==> src/rtl/spi_frame_streamer.sv <==
// SPI frame streamer: sends a big-endian length header, then streams pixel-reader
// bytes into an SPI slave core with abort, wr_ack timeout and byte counting.
module spi_frame_streamer #(
  parameter int ADDR_W    = 16,
  parameter int HDR_BYTES = 3,
  parameter int DATA_W    = 8,
  parameter int TMO_CYC   = 1024,
  parameter int CNT_W     = 24
) (
  input  logic              i_clk,
  input  logic              i_rst_n,
  input  logic              i_start,
  input  logic              i_abort,
  input  logic [ADDR_W-1:0] i_stop_addr,
  input  logic [DATA_W-1:0] i_rd_data,
  input  logic              i_rd_valid,
  input  logic              i_rd_done,
  output logic              o_rd_req,
  output logic              o_reader_reset,
  input  logic              i_di_req,
  input  logic              i_wr_ack,
  output logic [DATA_W-1:0] o_data_out,
  output logic              o_wren,
  output logic              o_busy,
  output logic              o_done,
  output logic              o_err_tmo,
  output logic [CNT_W-1:0]  o_bytes_sent
);

  localparam int HDR_W = HDR_BYTES * 8;
  localparam int IDX_W = (HDR_BYTES > 1) ? $clog2(HDR_BYTES) : 1;
  localparam int TMO_W = $clog2(TMO_CYC + 1);

  typedef enum logic [2:0] {
    S_IDLE,
    S_HDR_WAIT,
    S_HDR_WR,
    S_DAT_REQ,
    S_DAT_WAIT,
    S_DAT_WR,
    S_FINISH
  } state_t;

  state_t            r_state;
  logic [HDR_W-1:0]  r_hdr;
  logic [IDX_W-1:0]  r_hdr_idx;
  logic [DATA_W-1:0] r_data_out;
  logic              r_wren;
  logic              r_rd_req;
  logic              r_reader_reset;
  logic              r_done;
  logic              r_err_tmo;
  logic [CNT_W-1:0]  r_bytes_sent;
  logic              r_last;
  logic [TMO_W-1:0]  r_tmo_cnt;

  state_t            w_state_next;
  logic [HDR_W-1:0]  w_hdr_next;
  logic [IDX_W-1:0]  w_hdr_idx_next;
  logic [DATA_W-1:0] w_data_out_next;
  logic              w_wren_next;
  logic              w_rd_req_next;
  logic              w_reader_reset_next;
  logic              w_done_next;
  logic              w_err_tmo_next;
  logic [CNT_W-1:0]  w_bytes_sent_next;
  logic              w_last_next;
  logic [TMO_W-1:0]  w_tmo_cnt_next;

  logic [7:0]        w_hdr_byte;
  logic              w_tmo_hit;
  logic              w_hdr_last;

  // The header register shifts left after every acked header byte, so the
  // byte to send is always the top one.
  assign w_hdr_byte = r_hdr[HDR_W-1 -: 8];
  assign w_tmo_hit  = (r_tmo_cnt == TMO_W'(TMO_CYC - 1));
  assign w_hdr_last = (r_hdr_idx == IDX_W'(HDR_BYTES - 1));

  always_ff @(posedge i_clk or negedge i_rst_n) begin
    if (!i_rst_n) begin
      r_state        <= S_IDLE;
      r_hdr          <= '0;
      r_hdr_idx      <= '0;
      r_data_out     <= '0;
      r_wren         <= 1'b0;
      r_rd_req       <= 1'b0;
      r_reader_reset <= 1'b0;
      r_done         <= 1'b0;
      r_err_tmo      <= 1'b0;
      r_bytes_sent   <= '0;
      r_last         <= 1'b0;
      r_tmo_cnt      <= '0;
    end else begin
      r_state        <= w_state_next;
      r_hdr          <= w_hdr_next;
      r_hdr_idx      <= w_hdr_idx_next;
      r_data_out     <= w_data_out_next;
      r_wren         <= w_wren_next;
      r_rd_req       <= w_rd_req_next;
      r_reader_reset <= w_reader_reset_next;
      r_done         <= w_done_next;
      r_err_tmo      <= w_err_tmo_next;
      r_bytes_sent   <= w_bytes_sent_next;
      r_last         <= w_last_next;
      r_tmo_cnt      <= w_tmo_cnt_next;
    end
  end

  always_comb begin
    w_state_next        = r_state;
    w_hdr_next          = r_hdr;
    w_hdr_idx_next      = r_hdr_idx;
    w_data_out_next     = r_data_out;
    w_wren_next         = r_wren;
    w_rd_req_next       = 1'b0;
    w_reader_reset_next = 1'b0;
    w_done_next         = 1'b0;
    w_err_tmo_next      = r_err_tmo;
    w_bytes_sent_next   = r_bytes_sent;
    w_last_next         = r_last;
    w_tmo_cnt_next      = r_tmo_cnt;

    if (i_abort) begin
      w_state_next        = S_IDLE;
      w_wren_next         = 1'b0;
      w_reader_reset_next = (r_state != S_IDLE);
    end else begin
      case (r_state)
        S_IDLE: begin
          if (i_start) begin
            w_hdr_next          = HDR_W'(i_stop_addr);
            w_hdr_idx_next      = '0;
            w_bytes_sent_next   = '0;
            w_err_tmo_next      = 1'b0;
            w_reader_reset_next = 1'b1;
            w_state_next        = S_HDR_WAIT;
          end
        end

        S_HDR_WAIT: begin
          if (i_di_req) begin
            w_data_out_next = DATA_W'(w_hdr_byte);
            w_wren_next     = 1'b1;
            w_tmo_cnt_next  = '0;
            w_state_next    = S_HDR_WR;
          end
        end

        S_HDR_WR: begin
          if (i_wr_ack) begin
            w_wren_next = 1'b0;
            if (w_hdr_last) begin
              w_rd_req_next = 1'b1;
              w_state_next  = S_DAT_REQ;
            end else begin
              w_hdr_idx_next = r_hdr_idx + 1'b1;
              w_hdr_next     = r_hdr << 8;
              w_state_next   = S_HDR_WAIT;
            end
          end else if (w_tmo_hit) begin
            w_wren_next         = 1'b0;
            w_err_tmo_next      = 1'b1;
            w_reader_reset_next = 1'b1;
            w_state_next        = S_IDLE;
          end else begin
            w_tmo_cnt_next = r_tmo_cnt + 1'b1;
          end
        end

        S_DAT_REQ: begin
          w_state_next = S_DAT_WAIT;
        end

        // A byte already presented by the reader simply waits for the SPI
        // core; no further rd_req is issued until it has been consumed.
        S_DAT_WAIT: begin
          if (i_rd_valid && i_di_req) begin
            w_data_out_next = i_rd_data;
            w_wren_next     = 1'b1;
            w_last_next     = i_rd_done;
            w_tmo_cnt_next  = '0;
            w_state_next    = S_DAT_WR;
          end
        end

        S_DAT_WR: begin
          if (i_wr_ack) begin
            w_wren_next = 1'b0;
            if (r_bytes_sent != {CNT_W{1'b1}}) begin
              w_bytes_sent_next = r_bytes_sent + 1'b1;
            end
            if (r_last) begin
              w_done_next     = 1'b1;
              w_data_out_next = '0;
              w_state_next    = S_FINISH;
            end else begin
              w_rd_req_next = 1'b1;
              w_state_next  = S_DAT_REQ;
            end
          end else if (w_tmo_hit) begin
            w_wren_next         = 1'b0;
            w_err_tmo_next      = 1'b1;
            w_reader_reset_next = 1'b1;
            w_state_next        = S_IDLE;
          end else begin
            w_tmo_cnt_next = r_tmo_cnt + 1'b1;
          end
        end

        S_FINISH: begin
          w_state_next = S_IDLE;
        end

        default: begin
          w_state_next = S_IDLE;
        end
      endcase
    end
  end

  assign o_rd_req       = r_rd_req;
  assign o_reader_reset = r_reader_reset;
  assign o_data_out     = r_data_out;
  assign o_wren         = r_wren;
  assign o_busy         = (r_state != S_IDLE);
  assign o_done         = r_done;
  assign o_err_tmo      = r_err_tmo;
  assign o_bytes_sent   = r_bytes_sent;

endmodule
==> config.mk <==
export PLATFORM = sky130hd
export DESIGN_NAME = spi_frame_streamer
export DESIGN_NICKNAME = d
export VERILOG_FILES = /design/src/rtl/spi_frame_streamer.sv
export SDC_FILE = /design/constraint.sdc
export NUM_CORES = 1
export LEC_CHECK = 0
export CAP_MARGIN = 20
export CORE_MARGIN = 3
export CORE_UTILIZATION = 53
export DETAILED_ROUTE_END_ITERATION = 10
export MAX_ROUTING_LAYER = met4
export PLACE_DENSITY = 0.85
export SLEW_MARGIN = 5
export SYNTH_ARGS = -nofsm -noshare
export SYNTH_HDL_FRONTEND = slang
export SYNTH_SLANG_ARGS = --single-unit
==> constraint.sdc <==
create_clock -name i_clk -period 3 [get_ports i_clk]
set_input_delay 0.6 -clock i_clk [delete_from_list [all_inputs] [get_ports i_clk]]
set_output_delay 0.6 -clock i_clk [all_outputs]
set_load 0.005 [all_outputs]
==> results, run 1 <==
- The data required time at the worst endpoint is 3.29 ns.
- In the synthesized netlist the async set-or-reset flop fraction comes to 100%.
- Clock tree synthesis found a total of 78 sinks.
- Post-CTS repair changed the size of 0 cells.
- The violation count after the first detailed-route iteration is 269.
- In this run the worst path has a maximum fanout of 9.
- For this run, the detailed router's first-pass iteration total came to 5.
- Sequential cells burn 45.4% of the power.
- After clock tree synthesis, the clock-pin slew on the worst setup and hold paths is 0.09 ns.
- The total of endpoints with negative setup slack in the final report is 0.
- The period utilization is 84.6%.
- The synthesized design contains 0 enable-type register cells.
- The number of pins with negative max-slew slack in the final report came to 0.
- The final cell utilization of the core is 69.9%.
- Summing the sequential cell areas from Yosys gives 46.9% of the chip area.
- The H-tree was split into 3 levels.
- After detailed routing, the total wire length is 10500 um.
- Of the total power, combinational logic draws 30.9%.
- Buffers added to address setup during post-CTS repair amount to 0.
- The tool flagged a number of max-cap violations equal to 0.
- The horizontal die dimension is 94.6 um.
- The sum of negative setup slack is 0 ns.
- The final net count is 574.
- The number of standard cells after synthesis is 468.
- For this configuration, the core starts out at a cell density of 55.9%.
- Pin placement for this block handled 70 I/O pins.
- The mean cell area of the mapped netlist is 8.89 um^2.
- The number of antenna cells inserted is 0.
- The via count of the first global-routing pass was 3641.
- STA classifies the critical path startpoint as an input pin.
- The leakage power of the design is 0.00224 uW.
- After floorplanning, the core was divided into 31 placement rows.
- Across the VDD grid, the largest voltage drop is 0.445 mV.
- The most common cell after layout, fill and taps aside is sky130_fd_sc_hd__nand2_1.
- The first-pass GRT wire length is 17100 um.
- The internal power contribution is 2010 uW.
- Between clock sinks in the finished design, the worst skew comes to 0.00601 ns.
- The path type of the worst setup path is in2reg.
- Based on the critical path, the design can be clocked at up to 394 MHz.
- The core footprint is 0.00745 mm^2.
- The detailed-route DRC error count is 0.
- The number of antenna violations at the first check in global routing is 0.
- The routed layout has 3914 vias.
- For this run the aggregate overflow at the end of global routing stands at 0.
- Routability-driven placement finished with a final weighted congestion of 0.925.
- The quantity of hold-fixing buffers added after cts is 0.
- The master cell of the clock root buffer is sky130_fd_sc_hd__clkbuf_8.
- The fraction of power spent switching nets is 35.2%.
- The path class of the tightest hold or removal check is in2async.
- The number of failing hold endpoints at the final stage is 0.
- Clock latency on the worst-skew pair, taken at its later pin, is 0.35 ns.
- The top cell types in the final layout, fill and taps aside, are 88 x sky130_fd_sc_hd__nand2_1, 78 x sky130_fd_sc_hd__dfrtp_1, 68 x sky130_fd_sc_hd__clkdlybuf4s50_1.
- The per-cell via count in the routed design is 6.09.
- The commonest register cell after synthesis is sky130_fd_sc_hd__dfrtp_1.
- The fraction of layout cells with a size suffix above 1 is 9.38%.
- The number of buffers inserted by port buffering is 69.
- Across every metal layer, demand over resource in global routing totals 24.9%.
- Data arrives at the worst endpoint at 2.83 ns.
- The pin slew with the least headroom to its limit is 0.963 ns.
- Relative to the synthesized area, the layout overhead comes to 25.0%.
- The total clock buffers created by CTS is 9.
- The height of the chip is 94.6 um.
- The clock network fraction of design power is 23.7%.
- The number of flip-flops and latches in the synthesized netlist is 78.
- For this design the total switching power over the nets is 1100 uW.
- The number of nets handed over by synthesis was 503.
- The relative slew slack is 35.8%.
- The power density normalized to cell area is 598 mW/mm^2.
- The half-perimeter wire length after placement is 7270 um.
- The run finished with clean final reports.
- The count of warnings emitted by yosys is 0.
- The clock period could shrink to 2.54 ns.
- TritonCTS built the clock tree.
- Setup repair after global routing left no endpoint under its margin.
- The count of unique library cells instantiated by Yosys is 59.
- The maximum buffer depth of the clock tree is 2.
- The count of nets left with antenna violations once routing finished came out at 0.
- The mapped cell area is 0.00416 mm^2.
- The per-cell routed wire length is 16.3 um.
- The critical path endpoint category is a flop.
- The floorplan step defined a die boundary enclosing 0.00895 mm^2.
- The total of fill cells in the finished design is 614.
- The maximum number of pins on one net before global-route repair is 79.
cell families (layout without fill, tap and decap cells):
| family | count (synthesis) | after routing | synth area share (%) |
|---|---|---|---|
| compound gates | 122 | 122 | 19.3 |
| xor+xnor | 3 | 3 | 0.631 |
| fa+ha+maj | 3 | 3 | 0.902 |
| buf+inv | 33 | 109 | 3.04 |
| flops | 78 | 78 | 46.9 |
| mux | 13 | 13 | 3.22 |
| simple gates | 216 | 216 | 26.0 |
critical path, stage by stage:
cell	delay, ns
sky130_fd_sc_hd__clkdlybuf4s50_1	0.55
sky130_fd_sc_hd__nor3b_1	0.39
sky130_fd_sc_hd__o21a_1	0.40
sky130_fd_sc_hd__nand2_1	0.25
sky130_fd_sc_hd__or4_1	0.54
sky130_fd_sc_hd__nand3_1	0.09
worst paths after layout:
| check | cells past startpoint | start | slack (ns) | end |
|---|---|---|---|---|
| max | 6 | i_start | 0.46 | o_bytes_sent[23] |
| min | 1 | i_rst_n | 0.39 | o_bytes_sent[2] |
| max reg2reg | 6 | r_state[0] | 0.60 | o_bytes_sent[23] |
| min reg2reg | 2 | o_data_out[6] | 0.49 | o_data_out[6] |
| max in group asynchronous | 1 | i_rst_n | 1.99 | r_hdr[1] |
| min in group i_clk | 2 | o_data_out[6] | 0.49 | o_data_out[6] |
cells in the mapped netlist, types with 5 or more instances:
cell	number	area share, %
sky130_fd_sc_hd__a211o_1	5	1.1
sky130_fd_sc_hd__a21oi_1	11	1.3
sky130_fd_sc_hd__a22oi_1	8	1.4
sky130_fd_sc_hd__a31oi_1	7	1.1
sky130_fd_sc_hd__and3_1	8	1.2
sky130_fd_sc_hd__clkbuf_1	24	2.2
sky130_fd_sc_hd__dfrtp_1	78	47
sky130_fd_sc_hd__inv_1	6	0.54
sky130_fd_sc_hd__mux2i_1	10	2.4
sky130_fd_sc_hd__nand2_1	88	7.9
sky130_fd_sc_hd__nand2b_1	5	0.75
sky130_fd_sc_hd__nand3_1	20	2.4
sky130_fd_sc_hd__nand4_1	9	1.4
sky130_fd_sc_hd__nor2_1	31	2.8
sky130_fd_sc_hd__nor2b_1	7	1.1
sky130_fd_sc_hd__nor3_1	7	0.84
sky130_fd_sc_hd__nor4_1	9	1.4
sky130_fd_sc_hd__o211ai_1	7	1.3
sky130_fd_sc_hd__o21ai_0	52	6.3
sky130_fd_sc_hd__o31ai_1	5	0.90
sky130_fd_sc_hd__or3_1	7	1.1
sky130_fd_sc_hd__or4_1	6	1.1
stage by stage:
stage | worst slack, ns | power [uW] | cells | instance area [um^2] | hold WS, ns
5_1_grt | 0.472 | 3290 | 643 | 5200 | 0.454
4_1_cts | 0.531 | 3120 | 643 | 5200 | 0.430
6_report | 0.463 | 3110 | 643 | 5200 | 0.389
2_1_floorplan | 0.895 | 1950 | 468 | 4160 | 0.304
3_3_place_gp | 0.347 | 2320 | 627 | 5020 | 0.460
3_5_place_dp | 0.265 | 2380 | 627 | 5020 | 0.470
final cells by class:
class / instances / area [um^2] / area share (%)
Clock buffer: 9 / 124 / 2.38
Clock inverter: 7 / 55.1 / 1.06
Inverter: 6 / 22.5 / 0.433
Multi-Input combinational cell: 357 / 2090 / 40.2
Sequential cell: 78 / 1950 / 37.5
Tap cell: 99 / 124 / 2.38
Timing Repair Buffer: 87 / 836 / 16.1
flip-flops by register name (all words and copies together) (netlist names), 2 cells and up:
signal and cells:
r_hdr_idx 2, r_hdr 24, r_tmo_cnt 11, o_data_out 8
o_bytes_sent 24, r_state 3
power by group through the flow:
| stage | Clock (uW) | Sequential (uW) | Combinational (uW) |
|---|---|---|---|
| floorplan | 0 | 1380 | 562 |
| global placement | 0 | 1410 | 910 |
| detailed placement | 0 | 1430 | 949 |
| CTS | 749 | 1410 | 959 |
| global route | 799 | 1430 | 1060 |
| finish | 738 | 1410 | 960 |
routing by layer:
layer / wire length, um / part of all wire [%] / track usage (%) / up-vias
li1: - / - / - / 1852
met1: 4450 / 42 / 32.1 / 1857
met2: 5170 / 49 / 39.7 / 177
met3: 674 / 6.4 / 5.34 / 28
met4: 195 / 1.9 / 7.45 / 0
met5: 0 / 0 / - / -
No activity file was read; power rests on OpenSTA's default activity.
==> run 2: changes to the inputs <==
- CORE_UTILIZATION: 53 -> 48
- PLACE_DENSITY: 0.85 -> 0.81
- clock period: 3 -> 2.2 ns (I/O delays scaled with it)
==> results, run 2 (same netlist as run 1, synthesis figures left out) <==
- The library cells used most frequently in the layout, excluding fill and tap cells, are 88 x sky130_fd_sc_hd__nand2_1, 74 x sky130_fd_sc_hd__dfrtp_1, 67 x sky130_fd_sc_hd__clkdlybuf4s50_1.
- The maximum number of pins on one net before global-route repair is 42 (-47%).
- The overall via count from detail_route is 4082 (+4.3%).
- The horizontal die dimension is 99.1 um (+4.8%).
- The fraction of power spent switching nets is 35.3% (+0.054 points).
- The critical path arrival is 2.37 ns (-0.46 ns).
- The reg-to-reg setup timing slack was 0.08 ns (-0.52 ns).
- The number of antenna cells inserted came to 0 (unchanged).
- The internal power contribution is 2860 uW (+42%).
- The per-cell routed wire length was 16.4 um (+0.25%).
- The first-pass iteration count of the detailed router came to 5 (unchanged).
- The effective utilization at floorplan is 50.2% (-5.7 points).
- TritonCTS built the clock tree.
- The switching power of the nets is 1560 uW (+42%).
- The area added between synthesis and finish is 33.9%.
- The clock tree skew after final layout is 0.00850 ns (+0.00249 ns).
- The total of endpoints with negative setup slack in the final report was 0 (unchanged).
- The placement-stage worst setup slack is -0.127 ns (-0.391 ns).
- The total routed wirelength is 11300 um (+7.6%).
- The reported max-cap violation count came to 0 (unchanged).
- The maximum buffer depth of the clock tree is 2 (unchanged).
- The global-route congestion overflow total is 0 (unchanged).
- The cell total after placement is 671 (+7.0%).
- The maximum fanout encountered on the critical timing path came to 8 (-1).
- The number of rows in the core area is 33 (+6.5%).
- The clock slew at the register clock pins of the worst setup and hold paths is 0.10 ns (about the same).
- The end of the worst register-to-register path is r_tmo_cnt[7].
- The relative slew slack came to 55.3% (+20 points).
- The I/O pin total is 70 (unchanged).
- Of the available clock period, the critical path in the final layout requires 96.3%.
- The peak supply drop is 0.519 mV (+17%).
- The via count of the first global-routing pass came to 3952 (+8.5%).
- The last weighted congestion value of the routability-driven placer is 0.904 (-2.3%).
- The run finished with clean final reports.
- The global-route total usage across every layer is 24.0% (-0.90 points).
- The most critical setup path has its endpoint at r_tmo_cnt[7].
- The clock network latency to the later pin of the worst-skew pair is 0.36 ns (about the same).
- The clock net sink count is 78 (unchanged).
- The count of nets left with antenna violations after detail routing is 0 (unchanged).
- The number of antenna violations at the first check in global routing came to 0 (unchanged).
- The per-cell via count in the routed design is 5.92 (-2.8%).
- The number of buffers inserted by port buffering is 69 (unchanged).
- The data required time at the worst endpoint came to 2.46 ns (-0.83 ns).
- The half-perimeter wire length after placement is 8160 um (+12%).
- The power density normalized to cell area is 792 mW/mm^2 (+32%).
- The critical path endpoint category is a flop.
- The fraction of power consumed by sequential logic came to 43.4% (-2.0 points).
- The type of the worst min-delay path is in2async.
- The worst hold margin was 0.0445 ns (-0.345 ns).
- The number of failing hold endpoints at the final stage came to 0 (unchanged).
- Static timing analysis puts the maximum clock frequency at 472 MHz.
- The overall die area is 0.00983 mm^2 (+9.7%).
- The part of the total power dissipated in combinational logic is 32.4% (+1.5 points).
- In this run the critical register-to-register path is launched from r_state[0].
- The launch point of the critical path is r_state[0].
- The height of the chip came to 99.1 um (+4.8%).
- The fraction of layout cells with a size suffix above 1 is 17.3% (+7.9 points).
- The violation count after the first detailed-route iteration was 273 (+1.5%).
- The clock network fraction of design power came to 24.2% (+0.5 points).
- The worst setup path is launched from a flop.
- The overall power consumption is 4420 uW (+42%).
- The slack of the critical path is 0.0815 ns (-0.382 ns).
- The total clock buffers created by CTS is 9 (unchanged).
- The maximum level of the CTS H-tree is 3 (unchanged).
- The count of cells along the worst register-to-register path is 7 (+1).
- The number of pins with negative max-slew slack in the final report came to 0 (unchanged).
- The library cell used most frequently in the layout, excluding fill and tap cells, is sky130_fd_sc_hd__nand2_1.
- The leakage power of the design is 0.00245 uW (+9.6%).
- The number of cells in the finished layout apart from fillers came to 690 (+7.3%).
- CTS placed an instance of sky130_fd_sc_hd__clkbuf_8 at the clock tree root.
- The final net count is 615 (+7.1%).
- The core footprint came to 0.00830 mm^2 (+11%).
- The post-route minimum period is 2.12 ns.
- The pin slew with the least headroom to its limit was 0.668 ns (-0.295 ns).
- Setup repair after global routing left no endpoint under its margin.
- The detailed-route DRC error count was 0 (unchanged).
- The sum of negative setup slack is 0 ns (unchanged).
- The setup path with the least slack is of type reg2reg.
- The first-pass GRT wire length was 18700 um (+9.3%).
## run 2: cell types whose count changed in the layout (fill, tap and decap cells not counted), moves of 2 or more
cell and change:
sky130_fd_sc_hd__buf_4 +40, sky130_fd_sc_hd__dfrtp_1 -4, sky130_fd_sc_hd__dfrtp_2 +4, sky130_fd_sc_hd__clkinv_2 -2
## run 2: what timing repair did
item / CTS / global route
pin swaps: 0 / 0
setup endpoints to repair: 1 / 17
hold buffers: 0 / 0
resized for setup: 4 / 8
setup buffers: 3 / 0
## run 2: per-stage QoR
stage               cell area, um^2  utilization (%)
global route                   5570             67.1
CTS                            5540             66.8
finish                         5570             67.1
detailed placement             5330             64.2
global placement               5330             64.2
floorplan                      4160                -
## run 2: area by class of cell
cell class / instances / area [um^2]
clock buffer: 9 / 124
inverter: 6 / 22.5
tap: 105 / 131
clock inverter: 7 / 65.1
multi-input combinational: 357 / 2120
timing repair buffer: 128 / 1150
fill: 640 / 2730
sequential: 78 / 1960
## run 2: how the worst min path moves through the flow
| stage | start | depth (start not counted) | slack, ns | to |
|---|---|---|---|---|
| 2_1_floorplan | i_rst_n | 0 | 0.14 | o_bytes_sent[0] |
| 3_3_place_gp | i_rst_n | 1 | 0.45 | o_bytes_sent[0] |
| 3_5_place_dp | i_rst_n | 1 | 0.45 | o_bytes_sent[0] |
| 4_1_cts | i_rst_n | 1 | 0.05 | o_bytes_sent[0] |
| 5_1_grt | i_rst_n | 1 | 0.06 | o_bytes_sent[1] |
| 6_report | i_rst_n | 1 | 0.04 | o_bytes_sent[0] |
## run 2: power groups by stage
stage          combinational (uW)  clock [uW]  sequential, uW
5_1_grt                      1590        1140            1950
4_1_cts                      1420        1080            1920
2_1_floorplan                 766           0            1890
3_3_place_gp                 1320           0            1950
3_5_place_dp                 1360           0            1970
6_report                     1430        1070            1920
## run 2: worst max-delay path, cell delays in order (launching register included)
cell	delay (ns)
sky130_fd_sc_hd__dfrtp_2	0.41
sky130_fd_sc_hd__buf_4	0.16
sky130_fd_sc_hd__or3b_1	0.40
sky130_fd_sc_hd__o22ai_2	0.18
sky130_fd_sc_hd__o211ai_1	0.14
sky130_fd_sc_hd__buf_4	0.19
sky130_fd_sc_hd__o311a_1	0.33
sky130_fd_sc_hd__a31o_2	0.21
## run 2: metal layers
metal / part of all wire [%] / track usage, %
met4: 1.7 / 7.77
met5: 0 / -
met1: 43 / 30.7
met3: 5.5 / 3.58
met2: 50 / 39.5
==> run 3: changes to the inputs <==
- SETUP_SLACK_MARGIN: default -> 0.4
- SKIP_CTS_REPAIR_TIMING: default -> 1
==> results, run 3 (same netlist as run 1, synthesis figures left out) <==
- The run finished with clean final reports.
- The path type of the worst setup path is reg2reg.
- The library cell used most frequently in the layout, excluding fill and tap cells, is sky130_fd_sc_hd__nand2_1.
- The core footprint is 0.00830 mm^2 (unchanged).
- The critical path's largest stage delay is 0.51 ns (+0.10 ns).
- The critical path arrival was 2.44 ns (+0.07 ns).
- The horizontal die dimension was 99.1 um (unchanged).
- The overall die area is 0.00983 mm^2 (unchanged).
- The number of antenna cells inserted was 0 (unchanged).
- The effective utilization at floorplan was 50.2% (unchanged).
- The peak supply drop is 0.482 mV (-7.2%).
- The per-cell routed wire length came to 18.3 um (+12%).
- The number of failing hold endpoints at the final stage was 0 (unchanged).
- The number of antenna violations at the first check in global routing is 0 (unchanged).
- The placement-stage worst setup slack is -0.138 ns (-0.0116 ns).
- The data required time at the worst endpoint came to 2.50 ns (+0.04 ns).
- The maximum buffer depth of the clock tree is 2 (unchanged).
- The period utilization is 97.5% (+1.2 points).
- Setup repair after global routing could not meet its margin everywhere.
- In the layout the commonest cells are 80 x sky130_fd_sc_hd__nand2_1, 74 x sky130_fd_sc_hd__buf_4, 59 x sky130_fd_sc_hd__clkdlybuf4s50_1.
- The sum of negative setup slack is 0 ns (unchanged).
- The master cell of the clock root buffer is sky130_fd_sc_hd__clkbuf_8.
- The number of cells on the critical path came to 7 (unchanged).
- The most critical setup path has its startpoint at r_state[2].
- The power density normalized to cell area is 750 mW/mm^2 (-5.4%).
- The reg-to-reg setup timing slack is 0.06 ns (-0.03 ns).
- The via count of the first global-routing pass came to 3731 (-5.6%).
- The first-pass iteration count of the detailed router was 5 (unchanged).
- The clock net sink count is 78 (unchanged).
- The achievable clock frequency came to 466 MHz (-1.2%).
- The area growth from synthesis to layout is 51.8%.
- The timing endpoint of the critical path is r_tmo_cnt[9].
- The post-route minimum period is 2.14 ns (+0.0261 ns).
- The final net count is 651 (+5.9%).
- The pin slew with the least headroom to its limit is 0.652 ns (-0.0158 ns).
- The count of cells along the worst register-to-register path is 7 (unchanged).
- In this run the critical register-to-register path is captured at r_tmo_cnt[9].
- The total of endpoints with negative setup slack in the final report is 0 (unchanged).
- The worst register-to-register path begins at r_state[2].
- The half-perimeter wire length after placement is 7990 um (-2.1%).
- The total buffers and inverters traversed by the critical path is 2 (unchanged).
- The first-pass GRT wire length is 18000 um (-3.6%).
- The fraction of layout cells with a size suffix above 1 is 33.3% (+16 points).
- The area of the multi-input gates is 0.00246 mm^2 (+16%).
- The kind of cell adding the most delay to the critical path is simple AND/OR/NAND/NOR gates.
- The maximum level of the CTS H-tree is 3 (unchanged).
- The total routed wirelength is 13300 um (+17%).
- The worst setup path is launched from a flop.
- The global-route congestion overflow total is 0 (unchanged).
- The relative slew slack is 56.1% (+0.81 points).
- The worst setup path is captured at a flop.
- The detailed-route DRC error count came to 0 (unchanged).
- The last weighted congestion value of the routability-driven placer was 0.942 (+4.2%).
- The per-cell via count in the routed design is 6.05 (+2.3%).
- The maximum fanout encountered on the critical timing path is 5 (-3).
- The number of buffers inserted by port buffering was 69 (unchanged).
- The number of pins with negative max-slew slack in the final report is 0 (unchanged).
- The clock slew at the register clock pins of the worst setup and hold paths is 0.09 ns (about the same).
- The I/O pin total was 70 (unchanged).
- The storage element area is 0.00198 mm^2 (+1.1%).
- The clock tree skew after final layout is 0.0132 ns (+0.00470 ns).
- The total of fill cells in the finished design is 543 (-15%).
- The global-route total usage across every layer is 23.2% (-0.85 points).
- The overall via count from detail_route was 4393 (+7.6%).
- The signal on the critical path passes through buf_6, or3b_4, o22ai_4, o211ai_1, buf_4, or4b_4, nand2_2.
- The reported max-cap violation count was 0 (unchanged).
- The overall power consumption was 4740 uW (+7.3%).
- The min-delay analysis places its worst path in the category in2async.
- The cell total after placement is 658 (-1.9%).
- The count of nets left with antenna violations after detail routing came to 0 (unchanged).
- The total clock buffers created by CTS is 9 (unchanged).
- The slack of the critical path is 0.0554 ns (-0.0261 ns).
- The violation count after the first detailed-route iteration is 350 (+28%).
- The CTS tree is yes.
- The maximum number of pins on one net before global-route repair is 50 (+19%).
- The clock network latency to the later pin of the worst-skew pair is 0.37 ns (about the same).
- The number of cells in the finished layout apart from fillers is 726 (+5.2%).
- The number of rows in the core area is 33 (unchanged).
- The height of the chip is 99.1 um (unchanged).
- The leakage power of the design was 0.00290 uW (+18%).
- The cell at the slowest stage of the critical path is sky130_fd_sc_hd__or4b_4.
[run 3: changes by cell type in the layout (fill, tap and decap cells not counted), sizes merged]
cell and delta:
clkbuf +1, bufinv +1, dlymetal6s2s +9, clkdlybuf4s50 -8, and2 +1, buf +34
dlygate4sd2 -1, inv -1
[run 3: cell type report]
class | count | share of cell area, %
Multi-Input combinational cell | 358 | 39.0
Sequential cell | 78 | 31.3
Timing Repair Buffer | 163 | 24.1
Tap cell | 105 | 2.08
Clock buffer | 9 | 1.96
Clock inverter | 7 | 1.23
Inverter | 6 | 0.356
[run 3: worst min path at each step]
stage / endpoint / slack (ns) / depth (start not counted)
after global routing: o_bytes_sent[8] / 0.05 / 1
final: o_bytes_sent[7] / 0.02 / 1
after detailed placement: o_bytes_sent[2] / 0.43 / 1
after CTS: o_bytes_sent[14] / 0.04 / 1
after global placement: o_bytes_sent[4] / 0.43 / 1
after floorplan: o_bytes_sent[0] / 0.14 / 0
[run 3: metal layers]
metal,GRT usage [%],routed length [um],part of all wire (%)
met4,7.98,369,2.8
met2,37.9,6930,52
met3,2.95,728,5.5
met5,-,0,0
met1,29.9,5230,39
[run 3: report_power, final]
group	total (uW)	internal, uW	switching, uW	leakage (uW)
combinational	1690	840	850	0.00178
sequential	1910	1730	186	0.00102
clock	1130	538	594	0.000101
[run 3: metrics by stage]
| step | utilization (%) | instance area, um^2 | hold WS [ns] |
|---|---|---|---|
| 2_1_floorplan | - | 4210 | 0.144 |
| 3_3_place_gp | 63.6 | 5280 | 0.428 |
| 3_5_place_dp | 63.6 | 5280 | 0.434 |
| 4_1_cts | 66.1 | 5480 | 0.0396 |
| 5_1_grt | 76.1 | 6320 | 0.0486 |
| 6_report | 76.1 | 6320 | 0.0194 |
